--- config.mk ---
export PLATFORM = sky130hd
export DESIGN_NAME = radix2_calc_vj
export DESIGN_NICKNAME = d
export VERILOG_FILES = /design/src/rtl/radix2_calc_vj_pkg.sv /design/src/rtl/radix2_calc_vj_otf_converter.sv /design/src/rtl/radix2_calc_vj.sv
export SDC_FILE = /design/constraint.sdc
export NUM_CORES = 1
export LEC_CHECK = 0
export BUFFER_PORTS_ARGS = -buffer_cell sky130_fd_sc_hd__buf_2
export CAP_MARGIN = 30
export CORE_ASPECT_RATIO = 1.4
export CORE_UTILIZATION = 55
export CTS_BUF_LIST = sky130_fd_sc_hd__clkbuf_8
export DETAILED_ROUTE_END_ITERATION = 8
export PLACE_DENSITY = 0.75
export RECOVER_POWER = 100
export SLEW_MARGIN = 5
export SYNTH_ARGS = -nofsm -noshare
export SYNTH_HDL_FRONTEND = slang
export SYNTH_SLANG_ARGS = --single-unit
export TNS_END_PERCENT = 20
--- constraint.sdc ---
create_clock -name clk -period 5.2 [get_ports clk]
set_input_delay 0.52 -clock clk [delete_from_list [all_inputs] [get_ports clk]]
set_output_delay 0.52 -clock clk [all_outputs]
set_load 0.03 [all_outputs]
--- src/rtl/radix2_calc_vj_pkg.sv ---
// radix2_calc_vj_pkg: signed-digit codes and helpers for the online multiplier
package radix2_calc_vj_pkg;
    localparam int RADIX_BITS = 2;
    localparam logic [RADIX_BITS-1:0] DIG_POS = 2'b01;
    localparam logic [RADIX_BITS-1:0] DIG_ZERO = 2'b00;
    localparam logic [RADIX_BITS-1:0] DIG_NEG = 2'b11;
    function automatic logic signed [1:0] dig_to_int(input logic [RADIX_BITS-1:0] d);
        return d == DIG_POS ? 2'sd1 : d == DIG_NEG ? -2'sd1 : 2'sd0;
    endfunction
    function automatic logic [RADIX_BITS-1:0] dig_neg(input logic [RADIX_BITS-1:0] d);
        return d == DIG_POS ? DIG_NEG : d == DIG_NEG ? DIG_POS : DIG_ZERO;
    endfunction
endpackage

--- src/rtl/radix2_calc_vj_otf_converter.sv ---
// otf_converter: Q/QM on-the-fly conversion of a signed-digit stream to two's complement
module otf_converter
    import radix2_calc_vj_pkg::*;
#(
    parameter int N = 4,
    parameter int CW = 4
) (
    input logic clk,
    input logic reset,
    input logic clear,
    input logic [RADIX_BITS-1:0] digit,
    input logic [CW-1:0] k,
    output logic signed [N:0] q,
    output logic signed [N:0] q_next
);
    logic signed [N:0] qm, qm_next;
    logic [N:0] lsb;
    assign lsb = (k != '0 && k <= CW'(N)) ? (N+1)'(1) << (CW'(N) - k) : '0;
    always_comb begin
        q_next = digit == DIG_POS ? q | lsb : digit == DIG_NEG ? qm | lsb : q;
        qm_next = digit == DIG_POS ? q : digit == DIG_NEG ? qm : qm | lsb;
    end
    always_ff @(posedge clk or negedge reset)
        if (!reset) begin
            q <= '0;
            qm <= {1'b1, {N{1'b0}}};
        end else if (clear) begin
            q <= '0;
            qm <= {1'b1, {N{1'b0}}};
        end else begin
            q <= q_next;
            qm <= qm_next;
        end
endmodule

--- src/rtl/radix2_calc_vj.sv ---
// radix2_calc_vj: radix-2 online signed-digit multiplier datapath (V_j, selection, residual)
module radix2_calc_vj
    import radix2_calc_vj_pkg::*;
#(
    parameter int NO_OF_DIGITS = 4,
    parameter int DELTA = 3
) (
    input logic clk,
    input logic reset,
    input logic clear,
    input logic [RADIX_BITS-1:0] x,
    input logic [RADIX_BITS-1:0] y,
    input logic full_result_sel,
    output logic [RADIX_BITS-1:0] z,
    output logic [RADIX_BITS-1:0] neg_z,
    output logic z_valid
);
    localparam int N = NO_OF_DIGITS;
    localparam int F = N + DELTA;
    localparam int WW = F + 3;
    localparam int CW = $clog2(DELTA + 2 * N + 1);
    localparam logic signed [WW:0] ONE = {4'b0001, {F{1'b0}}};
    logic [CW-1:0] cnt, k;
    logic fsel, last, in_rng, pos, neg, conv_clear;
    logic [RADIX_BITS-1:0] xd, yd;
    logic signed [N:0] xq, xq_next, yq, yq_next;
    logic signed [WW-1:0] w;
    logic signed [WW:0] v, tx, ty, wn;
    logic signed [5:0] vh;
    assign k = cnt + CW'(1);
    assign in_rng = k <= CW'(N);
    assign xd = in_rng && x != 2'b10 ? x : DIG_ZERO;
    assign yd = in_rng && y != 2'b10 ? y : DIG_ZERO;
    assign last = cnt == (fsel ? CW'(DELTA + 2 * N - 1) : CW'(DELTA + N - 1));
    assign conv_clear = clear || last;
    otf_converter #(.N(N), .CW(CW)) u_x (
        .clk(clk), .reset(reset), .clear(conv_clear), .digit(xd), .k(k), .q(xq), .q_next(xq_next)
    );
    otf_converter #(.N(N), .CW(CW)) u_y (
        .clk(clk), .reset(reset), .clear(conv_clear), .digit(yd), .k(k), .q(yq), .q_next(yq_next)
    );
    always_comb begin
        tx = yd == DIG_POS ? (WW+1)'(xq) : yd == DIG_NEG ? -((WW+1)'(xq)) : '0;
        ty = xd == DIG_POS ? (WW+1)'(yq_next) : xd == DIG_NEG ? -((WW+1)'(yq_next)) : '0;
        v = $signed({w, 1'b0}) + tx + ty;
        vh = v[WW:F-2];
        z_valid = cnt >= CW'(DELTA);
        pos = z_valid && vh >= 6'sd2;
        neg = z_valid && vh < -6'sd2;
        z = pos ? DIG_POS : neg ? DIG_NEG : DIG_ZERO;
        neg_z = dig_neg(z);
        wn = pos ? v - ONE : neg ? v + ONE : v;
    end
    always_ff @(posedge clk or negedge reset)
        if (!reset) begin
            cnt <= '0;
            w <= '0;
            fsel <= 1'b0;
        end else if (conv_clear) begin
            cnt <= '0;
            w <= '0;
            fsel <= 1'b0;
        end else begin
            cnt <= k;
            w <= wn[WW-1:0];
            if (cnt == '0) fsel <= full_result_sel;
        end
endmodule

* After elaboration in Yosys (flattened, before gate mapping)
Index checks and enable logic that the tools add are counted.
** Storage, ports and cells
- Flip-flop bits (word level) :: 35
- Input bits :: 8
- Logic and storage cells :: 75
** Cells by class
- Add/subtract/negate cells :: 8
- $lt $le $gt $ge :: 4
- Equal/unequal tests :: 11
- Shift-type cells :: 1
- Multiplexer cells :: 30
- Bitwise operators :: 4
- Reduce and logical (&&, ||, !) cells :: 10
** Operator list (number)
- two-way mux 5 bit :: 13
- two-way mux 11 bit :: 4
- two-way mux 10 bit :: 3
- adder 11 bit :: 2
- negator 11 bit :: 2
- OR 5 bit :: 4
- adder 10 x 9 -> 10 bit, second input constant :: 1
- two-way mux 2 bit :: 5
- subtractor 10 x 9 -> 10 bit, second input constant :: 1
- two-way mux 4 bit :: 2
- equality test 2 x 1 -> 1 bit, second input constant :: 3
- equality test 2 bit, second input constant :: 3
- greater-or-equal comparator 6 x 3 -> 1 bit, second input constant :: 1
- less-than comparator 6 x 2 -> 1 bit, second input constant :: 1
- != test 3 bit, second input constant :: 2
- logical AND 1 bit :: 5
- left shift 1 x 4 -> 5 bit, first input constant :: 1
- adder 4 x 1 -> 4 bit, second input constant :: 1
- equality test 4 bit :: 1
- greater-or-equal comparator 4 x 2 -> 1 bit, second input constant :: 1
- <= comparator 4 x 3 -> 1 bit, second input constant :: 1
- logical NOT 4 bit :: 1
- != test 2 bit, second input constant :: 2
- nonzero test 4 bit :: 1
- 5 further kinds :: 7

* Logic depth before layout (Yosys ltp)
Gate-level depths: netlist (run 1).
- Depth after elaboration :: 18
- Mapped depth :: 29

* By module
Synthesis (run 1) repeated with hierarchy kept, for this count alone.
** Unflattened totals
- Cells, all modules :: 359
- Area total of the unflattened synthesis :: 3130.5 um^2
** Modules (own cells, without submodules)
- radix2_calc_vj :: times used 1, cells each 239, area each 1940.6 um^2, seq. area each 375.4 um^2
- otf_converter (u_x) :: times used 1, cells each 63, area each 604.3 um^2, seq. area each 251.5 um^2
- otf_converter (u_y) :: times used 1, cells each 57, area each 585.6 um^2, seq. area each 251.5 um^2

* Least setup slack after synthesis (run 1)
No wires, ideal clock.
- Path kind :: register to output
- From :: reg cnt[0]
- To :: out z[0]
- Data arrival time :: 5.476 ns
- Setup slack :: -0.796 ns
- Cell stages (with the launch flop) :: 30
- Buffers on the path :: 4
- Path through :: dfrtp_1 ha_1 buf_2 inv_1 o221ai_2 buf_6 and2_1 clkbuf_1 o21a_1 o32ai_1 ha_1 nand2_1 o21ai_0 nand2_1 fa_1 inv_1 ha_1 inv_1 fa_1 nor2b_1 o21ai_0 a21boi_0 o21ai_0 nand2b_1 xnor2_1 inv_1 ha_1 a32oi_2 or2_2 buf_4
** Between the ends
- Longest elaborated chain between the ends :: 15
- Elaborated cells on any way between the ends :: 33
** Ends and longest elaborated chain
- start, declared :: RTL line radix2_calc_vj.sv:23 : logic [CW-1:0] cnt, k;
- start signal, assigned :: RTL line radix2_calc_vj.sv:64 : cnt <= k;
- adder 4 x 1 -> 4 bit :: RTL line radix2_calc_vj.sv:30 : assign k = cnt + CW'(1);
- subtractor 3 x 4 -> 4 bit (tied with other cells) :: RTL line radix2_calc_vj_otf_converter.sv:18 : assign lsb = (k != '0 && k <= CW'(N)) ? (N+1)'(1) << (CW'(N) - k) : '0;
- left shift 1 x 4 -> 5 bit (tied with other cells) :: RTL line radix2_calc_vj_otf_converter.sv:18
- two-way mux 5 bit or two-way mux 2 bit (tied branches) :: RTL line radix2_calc_vj_otf_converter.sv:18, radix2_calc_vj.sv:33
- OR 5 bit or equality test 2 bit (tied branches) :: RTL line radix2_calc_vj_otf_converter.sv:20, radix2_calc_vj.sv:43
- two-way mux 5 bit (2 in series) :: RTL line radix2_calc_vj_otf_converter.sv:20 : q_next = digit == DIG_POS ? q | lsb : digit == DIG_NEG ? qm | lsb : q;
- negator 11 bit :: RTL line radix2_calc_vj.sv:44 : ty = xd == DIG_POS ? (WW+1)'(yq_next) : xd == DIG_NEG ? -((WW+1)'(yq_next)) : '0;
- two-way mux 11 bit (2 in series) :: RTL line radix2_calc_vj.sv:44
- adder 11 bit :: RTL line radix2_calc_vj.sv:45 : v = $signed({w, 1'b0}) + tx + ty;
- less-than comparator 6 x 2 -> 1 bit :: RTL line radix2_calc_vj.sv:49 : neg = z_valid && vh < -6'sd2;
- logical AND 1 bit :: RTL line radix2_calc_vj.sv:49
- two-way mux 2 bit :: RTL line radix2_calc_vj.sv:50 : z = pos ? DIG_POS : neg ? DIG_NEG : DIG_ZERO;
- two-way mux 2 bit (*) :: RTL line radix2_calc_vj.sv:50
- end, declared :: RTL line radix2_calc_vj.sv:14 : output logic [RADIX_BITS-1:0] z,
Mark *: on every way between the ends. The rest lies on a longest branch, timed or not.

* Final worst setup path (run 1)
- From :: reg cnt[1]
- To :: out z[0]
Same word-level chain as after synthesis.

==> impl_metrics.json, run 1 <==
{
  "synth_top_area_share_pct": 27.7,
  "globalplace.congestion": 0.880,
  "r2r.worst_path.cells": 28,
  "seqPwrFrac_pct": 22.3,
  "crit_path_end_kind": "output pin",
  "ys_types": 58,
  "hold_violations": 0,
  "p_sw_mw": 0.626,
  "netlist_top_cells_count": "inv_1, nand2_1, dfrtp_1",
  "hpwl_mm": 5.98,
  "cts_max_level": 2,
  "setup_slack_ps": -615,
  "clock_path_buffers": 2,
  "finish.utilization_pct": 77.1,
  "synth_ff_type": "dfrtp_1",
  "period_share_pct": 112,
  "fin_skew_ps": 5.18,
  "rrSetupSlack_ps": -220,
  "drt-total-wl_mm": 8.17,
  "worstSetupStartpointType": "flip-flop",
  "die_h_um": 89.1,
  "cts_buffers": 5,
  "cts-root-buf": "clkbuf_8",
  "gr-total-overflow": 0,
  "worstReg2RegStart": "cnt[1]$_DFF_PN0_",
  "rsz0062_at_grt": "yes",
  "slew_viol_final": 36,
  "grtUsageTotal_pct": 30.1,
  "synth_mux_area_share_pct": 0.336,
  "critPathKind": "flip-flop to output pin",
  "relSlewSlack_pct": -27.0,
  "clock_power_share_pct": 13.1,
  "clock_latency_ps": 290,
  "fin_area_um2": 4010,
  "tritoncts": "built",
  "crit_end": "z[0]",
  "ctsHoldBuffers": 0,
  "start_util_pct": 57.3,
  "first_pass_iters": 5,
  "vias_per_cell": 5.88,
  "netSwitchingFraction_pct": 40.6,
  "vias": 2875,
  "wire_per_inst_um": 16.7,
  "synth_xor_xnor_area_share_pct": 5.00,
  "status": "finished, violations left",
  "final_antenna_net_count": 0,
  "drtIter0Drc": 134,
  "grt_max_degree": 36,
  "use_met2_pct": 57.8,
  "antenna_found_initial": 0,
  "yosysWarnings": 0,
  "worst_pin_slew_ps": 1900,
  "synth_top_family_by_area": "simple AND/OR/NAND/NOR gates",
  "violations": "capacitance limit, slew limit, setup timing",
  "fmax_ghz": 0.172,
  "grt_pass1_vias": 2964,
  "syn_to_final_growth_pct": 34.6,
  "power_density_nw_per_um2": 384,
  "min_period_ps": 5820,
  "synth-edff-count": 0,
  "path_max_fanout": 5,
  "finalSetupTns_ps": -2650,
  "drive_gt1_share_pct": 36.6,
  "required_ps": 4680,
  "io_pins": 13,
  "diodes": 0,
  "busiest_layer": "met2",
  "hold_path.class": "primary input to flip-flop",
  "dieArea_um2": 5720,
  "die_x_um": 64.2,
  "ir_drop_v": 0.000178,
  "nNetsFinal": 465,
  "critPathArrivalTime_ps": 5300,
  "syn_area_um2": 2980,
  "drcViolationCount": 0,
  "rows": 31,
  "synth-async-reset-ratio_pct": 100,
  "synthCells": 338,
  "synth_nets": 380,
  "syn_avg_cell_area_um2": 8.81,
  "internal_power_mw": 0.915,
  "yosys.area.top_type": "dfrtp_1",
  "combPwrFrac_pct": 64.6,
  "clkSinkCount": 35,
  "grt_pass1_wl_mm": 13.1,
  "finalSetupViolations": 6,
  "met1_usage_pct": 31.5,
  "power_mw": 1.54,
  "grtUsageMet3_pct": 4.85,
  "synth-simple-area-share_pct": 20.7,
  "core_um2": 5200,
  "synth-compound-area-share_pct": 20.3,
  "ys_seq_elements": 35,
  "max-cap-violations": 1,
  "post-synth-top-count-cell": "inv_1",
  "path_clk_slew_ps": 70,
  "synthAdderAreaFrac_pct": 16.8,
  "crit_path_start": "cnt[1]$_DFF_PN0_",
  "seq_area_frac_synth_pct": 29.5,
  "r2r_end": "w[7]$_DFF_PN0_",
  "power_leakage_nw": 1.92,
  "place_ws_ps": -549,
  "placedInstanceArea_um2": 3640,
  "synth_area_leaders": "dfrtp_1, ha_1, fa_1",
  "portBuffers": 12
}
-- kinds of logic after synthesis --
kind of cell	after synthesis
adder cells (fa/ha/maj)	34
AO/OA/AOI/OAI	78
multiplexers	1
buffers and inverters	55
AND/OR/NAND/NOR	118
XOR/XNOR	17
flip-flops	35
-- routing by layer --
metal  vias up  share of wire [%]
met1      1426                 37
met5         -                  0
met3        32                3.3
met4         0                3.9
li1       1336                  -
met2        81                 56
-- stage by stage --
| stage | cells | hold WS [ps] |
|---|---|---|
| floorplan | 338 | 224 |
| global placement | 466 | 489 |
| detailed placement | 467 | 497 |
| CTS | 486 | 344 |
| global route | 489 | 492 |
| finish | 489 | 500 |
-- worst max-delay path: stages (launching register included) --
cell      delay, ps
dfrtp_1         430
buf_6           130
ha_4            140
inv_1            60
o221ai_2        230
and2_4          210
nand2_4          70
o32ai_4         310
ha_2            270
nand2_2          70
ha_4            210
nand2_2          60
nand3_2          90
fa_1            560
inv_2            50
ha_4            270
nand3_2          70
o2111a_1        270
o21bai_1        210
a21oi_1         110
xnor2_1         250
inv_1           110
ha_2            200
nand2_2          80
a32oi_4         120
or2_4           280
buf_6           140
-- cells in the final DEF, fill, tap and decap left out, types with 5 or more instances in the layout --
cell type	Yosys	routed
buf_4	1	74
inv_1	44	41
nand2_1	38	33
dfrtp_1	33	33
nor2_1	23	23
a21oi_1	20	19
ha_1	24	17
xnor2_1	13	10
o21ai_0	12	9
fa_1	10	9
o221a_2	8	8
nand2b_1	9	7
and2_1	8	7
nand3_1	9	7
buf_2	1	7
clkbuf_8	0	6
buf_6	1	6
nor3_1	6	5
-- flip-flops by register name, indices dropped and copies added, names as in the netlist --
name    cells
w          10
u_x.q       5
u_x.qm      5
u_y.q       5
u_y.qm      5
cnt         4
fsel        1
-- worst min-delay path by stage --
stage / startpoint / endpoint / slack (ps) / cells after the start
2_1_floorplan: reset / cnt[0]$_DFF_PN0_ / 220 / 0
3_3_place_gp: u_x.qm[4]$_DFFE_PN1P_ / u_x.q[4]$_DFFE_PN0P_ / 490 / 2
3_5_place_dp: u_x.qm[4]$_DFFE_PN1P_ / u_x.q[4]$_DFFE_PN0P_ / 500 / 2
4_1_cts: reset / w[0]$_DFF_PN0_ / 340 / 1
5_1_grt: full_result_sel / fsel$_DFFE_PN0P_ / 490 / 3
6_report: full_result_sel / fsel$_DFFE_PN0P_ / 500 / 3
-- repair_timing --
action,in CTS,in global routing
pin swaps,24,20
resized for setup,29,14
endpoints found under the setup margin,7,7
endpoints found under the hold margin,0,0
setup buffers,12,3
-- area by class of cell --
type                    instances  area [um2]
well taps                      66        82.6
inverters                      44         165
fillers                       354        1190
flip-flops and latches         35         878
multi-input cells             248        2130
repair buffers                 89         666
clock inverters                 1        5.00
clock buffers                   6        82.6
-- power by group through the flow --
stage / Clock, mW / Sequential (mW) / Combinational, mW
after CTS: 0.206 / 0.342 / 0.953
after floorplan: 0 / 0.341 / 0.559
after detailed placement: 0 / 0.347 / 0.869
after global placement: 0 / 0.345 / 0.833
after global routing: 0.221 / 0.346 / 1.08
final: 0.202 / 0.343 / 0.996
No activity file was read; power rests on OpenSTA's default activity.
==> run 2: changes to the inputs <==
--- a/config.mk
+++ b/config.mk
@@ -11,8 +11,7 @@
 export CORE_UTILIZATION = 55
 export CTS_BUF_LIST = sky130_fd_sc_hd__clkbuf_8
 export DETAILED_ROUTE_END_ITERATION = 8
-export PLACE_DENSITY = 0.75
-export RECOVER_POWER = 100
+export PLACE_DENSITY = 0.85
 export SLEW_MARGIN = 5
 export SYNTH_ARGS = -nofsm -noshare
 export SYNTH_HDL_FRONTEND = slang
==> run 2 against run 1 <==
Compared with the run above: the run ends with setup timing left; core utilization down 1.5 points; power shrank 2.3%; cell count fell by 0.61%.
==> impl_metrics.json, run 2 (synthesized netlist as in run 1, its figures left out) <==
{
  "layout_commonest_cell": "buf_4",
  "grt_max_degree": 36,
  "dieArea_um2": 5720,
  "fmax_ghz": 0.171,
  "drtIter0Drc": 175,
  "grt_pass1_vias": 2985,
  "grtUsageMet3_pct": 4.21,
  "vias": 2916,
  "slew_viol_final": 0,
  "max-cap-violations": 0,
  "ir_drop_v": 0.000202,
  "first_pass_iters": 6,
  "rsz0062_at_grt": "yes",
  "regArea_um2": 880,
  "diodes": 0,
  "wire_per_inst_um": 17.5,
  "fin_skew_ps": 8.38,
  "core_um2": 5200,
  "met1_usage_pct": 33.4,
  "gr-total-overflow": 0,
  "cts_buffers": 5,
  "clock_latency_ps": 300,
  "setup_slack_ps": -643,
  "final_antenna_net_count": 0,
  "globalplace.congestion": 0.922,
  "start_util_pct": 57.3,
  "power_density_nw_per_um2": 383,
  "tritoncts": "built",
  "drcViolationCount": 0,
  "cts_max_level": 2,
  "clkSinkCount": 35,
  "drive_gt1_share_pct": 34.8,
  "crit_path_start": "cnt[1]$_DFF_PN0_",
  "finalSetupTns_ps": -2870,
  "clock_path_buffers": 2,
  "critPathKind": "flip-flop to output pin",
  "r2r_end": "w[7]$_DFF_PN0_",
  "path_max_fanout": 5,
  "min_period_ps": 5840,
  "worstSetupStartpointType": "flip-flop",
  "busiest_layer": "met2",
  "fillers": 312,
  "nNetsFinal": 461,
  "largest_register_ffs": 10,
  "status": "finished, violations left",
  "use_met2_pct": 59.9,
  "hold_path.class": "primary input to async pin",
  "io_pins": 13,
  "antenna_found_initial": 0,
  "power_leakage_nw": 1.90,
  "relSlewSlack_pct": 45.5,
  "place_ws_ps": -416,
  "worstReg2RegStart": "cnt[1]$_DFF_PN0_",
  "rrSetupSlack_ps": -230,
  "hold_violations": 0,
  "grt_pass1_wl_mm": 13.7,
  "finalSetupViolations": 7,
  "final_cell_mix": "buf_4, inv_1, nand2_1",
  "cts-root-buf": "clkbuf_8",
  "rows": 31,
  "ctsHoldBuffers": 0,
  "die_x_um": 64.2,
  "multi_input_area_um2": 2090,
  "r2r.worst_path.cells": 26,
  "required_ps": 4680,
  "syn_to_final_growth_pct": 31.9,
  "critPathArrivalTime_ps": 5320,
  "die_h_um": 89.1,
  "period_share_pct": 112,
  "crit_end": "neg_z[0]",
  "vias_per_cell": 6.00,
  "crit_path_end_kind": "output pin",
  "grtUsageTotal_pct": 31.6,
  "hpwl_mm": 5.99,
  "path_clk_slew_ps": 80,
  "worst_pin_slew_ps": 817,
  "top_register": "w",
  "drt-total-wl_mm": 8.51,
  "portBuffers": 12,
  "violations": "setup timing"
}
## run 2: worst min-delay path by stage
stage / from / endpoint / cells after the start
after floorplan: reset / cnt[0]$_DFF_PN0_ / 0
after global placement: u_x.qm[4]$_DFFE_PN1P_ / u_x.qm[4]$_DFFE_PN1P_ / 2
after detailed placement: u_x.qm[4]$_DFFE_PN1P_ / u_x.q[4]$_DFFE_PN0P_ / 2
after CTS: reset / w[0]$_DFF_PN0_ / 1
after global routing: reset / u_x.q[1]$_DFFE_PN0P_ / 1
final: reset / u_y.q[1]$_DFF_PN0_ / 1
## run 2: cell type report
type,count,area share (%)
clock buffer,5,1.75
tap,66,2.10
inverter,44,4.20
sequential,35,22.4
timing repair buffer,85,16.0
clock inverter,3,0.318
multi-input combinational,248,53.2
## run 2: report_power, final
part | switching, mW | leakage, nW | internal [mW] | total [mW]
Sequential | 0.0290 | 0.455 | 0.316 | 0.345
Clock | 0.101 | 0.0505 | 0.0901 | 0.192
Combinational | 0.504 | 1.39 | 0.465 | 0.969
## run 2: per-layer routing
| metal | vias to the layer above | wire [um] |
|---|---|---|
| li1 | 1320 | - |
| met1 | 1428 | 3080 |
| met2 | 119 | 4630 |
| met3 | 49 | 378 |
| met4 | 0 | 415 |
| met5 | - | 0 |
## run 2: worst max-delay path, stage by stage (launching register included)
cell and delay, ps:
dfrtp_2 460, inv_2 90, ha_4 190, nand2b_4 160, a211oi_2 500, nor3_1 180
nor3_4 250, nor2_1 100, nand2_1 80, ha_1 220, nand2_1 80, nand3_2 90
fa_1 500, inv_2 40, ha_4 280, nand3_2 70, o2111a_1 270, o21bai_1 220
a21oi_1 110, xnor2_1 250, inv_1 110, ha_2 200, nand2_2 70, a32oi_4 120
or2_4 260, buf_6 140
## run 2: stage by stage
stage                     cells  hold slack, ps  power, mW  area (um2)  utilization [%]
after global placement      464             493       1.15        3610             69.5
after global routing        486             376       1.61        3930             75.6
after detailed placement    464             496       1.19        3610             69.5
final                       486             323       1.51        3930             75.6
after floorplan             338             224      0.900        3100                -
after CTS                   486             339       1.47        3900             75.0
## run 2: repair_timing
item / CTS / global route
gates cloned: 0 / 0
pin swaps: 16 / 2
resized for setup: 27 / 6
buffers inserted: 14 / 0
endpoints found under the setup margin: 7 / 7
==> run 3: changes to the inputs <==
--- a/config.mk
+++ b/config.mk
@@ -12,6 +12,7 @@
 export CTS_BUF_LIST = sky130_fd_sc_hd__clkbuf_8
 export DETAILED_ROUTE_END_ITERATION = 8
 export PLACE_DENSITY = 0.85
+export RECOVER_POWER = 50
 export SLEW_MARGIN = 5
 export SYNTH_ARGS = -nofsm -noshare
 export SYNTH_HDL_FRONTEND = slang
==> run 3 against run 2 <==
Compared with the run above: the flow finishes with violations (capacitance limit, slew limit, setup timing); power about the same; first-iteration DRC count unchanged; largest power group unchanged; non-clock buffer count unchanged; clock skew unchanged; clock power about the same; sequential cell count unchanged; global-route usage unchanged; cell area about the same; critical endpoint unchanged; sequential power about the same.
==> impl_metrics.json, run 3 (synthesized netlist as in run 1, its figures left out) <==
{
  "slew_viol_final": 36,
  "violations": "capacitance limit, slew limit, setup timing",
  "syn_to_final_growth_pct": 31.9,
  "critPathArrivalTime_ps": 5320,
  "crit_path_end_kind": "output pin",
  "final_antenna_net_count": 0,
  "gr-total-overflow": 0,
  "drcViolationCount": 0,
  "clock_latency_ps": 300,
  "hold_slack_ps": 482,
  "layout_commonest_cell": "buf_4",
  "relSlewSlack_pct": -31.0,
  "cts_buffers": 5,
  "slowest_delay_ps": 500,
  "rrSetupSlack_ps": -230,
  "r2r_end": "w[7]$_DFF_PN0_",
  "finalSetupViolations": 7,
  "min_to": "fsel$_DFFE_PN0P_",
  "vias": 2916,
  "place_ws_ps": -416,
  "diodes": 0,
  "grt_pass1_wl_mm": 13.7,
  "dp_cells": 464,
  "fillers": 313,
  "portBuffers": 12,
  "largest_register_ffs": 10,
  "min_path_cells": 3,
  "clock_path_buffers": 2,
  "dieArea_um2": 5720,
  "path_clk_slew_ps": 70,
  "nNetsFinal": 461,
  "hold_violations": 0,
  "fmax_ghz": 0.171,
  "hpwl_mm": 5.99,
  "drt-total-wl_mm": 8.51,
  "power_density_nw_per_um2": 383,
  "first_pass_iters": 6,
  "antenna_found_initial": 0,
  "drtIter0Drc": 175,
  "stdcell_count": 486,
  "final_cell_mix": "buf_4, inv_1, nand2_1",
  "r2r.worst_path.cells": 26,
  "worstReg2RegStart": "cnt[1]$_DFF_PN0_",
  "io_pins": 13,
  "wire_per_inst_um": 17.5,
  "period_share_pct": 112,
  "power_leakage_nw": 1.89,
  "ir_drop_v": 0.000202,
  "max-cap-violations": 1,
  "cts-root-buf": "clkbuf_8",
  "clkSinkCount": 35,
  "drive_gt1_share_pct": 34.5,
  "hold_path.class": "primary input to flip-flop",
  "fin_skew_ps": 8.38,
  "start_util_pct": 57.3,
  "grt_pass1_vias": 2985,
  "die_h_um": 89.1,
  "critPathKind": "flip-flop to output pin",
  "path_max_fanout": 5,
  "grt_max_degree": 36,
  "globalplace.congestion": 0.922,
  "die_x_um": 64.2,
  "min_from": "full_result_sel",
  "top_register": "w",
  "placedInstanceArea_um2": 3610,
  "tritoncts": "built",
  "worst_pin_slew_ps": 1970,
  "fin_area_um2": 3930,
  "rows": 31,
  "grtUsageTotal_pct": 31.6,
  "slowest_stage": "a211oi_2",
  "status": "finished, violations left",
  "core_um2": 5200,
  "vias_per_cell": 6.00,
  "required_ps": 4680,
  "setup_slack_ps": -643,
  "min_period_ps": 5840,
  "cts_max_level": 2,
  "worstSetupStartpointType": "flip-flop",
  "rsz0062_at_grt": "yes"
}
run 3: cell types whose count changed in the layout (fill, tap and decap cells not counted):
cell and delta:
buf_2 -1, clkbuf_1 +1
run 3: what timing repair did:
action / in CTS / in global routing
hold buffers: 0 / 0
setup buffers: 14 / 0
pin swaps: 16 / 2
endpoints found under the setup margin: 7 / 7
gates resized for setup: 27 / 6
run 3: layout make-up:
type | count | area (um2) | share of cell area [%]
Clock buffer | 5 | 68.8 | 1.75
Clock inverter | 3 | 12.5 | 0.318
Inverter | 44 | 165 | 4.20
Multi-Input combinational cell | 248 | 2090 | 53.2
Sequential cell | 35 | 880 | 22.4
Tap cell | 66 | 82.6 | 2.10
Timing Repair Buffer | 85 | 629 | 16.0
run 3: where the power goes:
part	switching [mW]	internal, mW
Clock	0.101	0.0901
Sequential	0.0290	0.316
Combinational	0.504	0.465
run 3: worst max path at each step:
| stage | from | endpoint | slack [ps] | depth (start not counted) |
|---|---|---|---|---|
| 2_1_floorplan | cnt[0]$_DFF_PN0_ | z[0] | -500 | 25 |
| 3_3_place_gp | cnt[0]$_DFF_PN0_ | neg_z[0] | -270 | 23 |
| 3_5_place_dp | cnt[0]$_DFF_PN0_ | neg_z[0] | -420 | 26 |
| 4_1_cts | cnt[0]$_DFF_PN0_ | neg_z[0] | -470 | 26 |
| 5_1_grt | cnt[1]$_DFF_PN0_ | neg_z[0] | -820 | 25 |
| 6_report | cnt[1]$_DFF_PN0_ | neg_z[0] | -640 | 25 |
run 3: per-stage QoR:
step                power, mW  setup TNS, ps  util, %
global route             1.60          -4200     75.6
floorplan               0.900          -1000        -
CTS                      1.47          -1830     75.0
global placement         1.15          -1190     69.5
finish                   1.51          -2870     75.6
detailed placement       1.19          -2130     69.5
run 3: metal layers:
| layer | global-route usage [%] | vias up | part of all wire (%) |
|---|---|---|---|
| li1 | - | 1320 | - |
| met3 | 4.21 | 49 | 4.4 |
| met5 | 0 | - | 0 |
| met1 | 33.4 | 1428 | 36 |
| met4 | 18.6 | 0 | 4.9 |
| met2 | 59.9 | 119 | 54 |
run 3: critical path, delay by kind of cell, from the launching register on:
family / cells / cell delay, ps
adder cells (fa/ha/maj): 5 / 1390
flip-flops: 1 / 460
AND/OR/NAND/NOR: 10 / 1340
AO/OA/AOI/OAI: 5 / 1220
buffers and inverters: 4 / 380
XOR/XNOR: 1 / 250
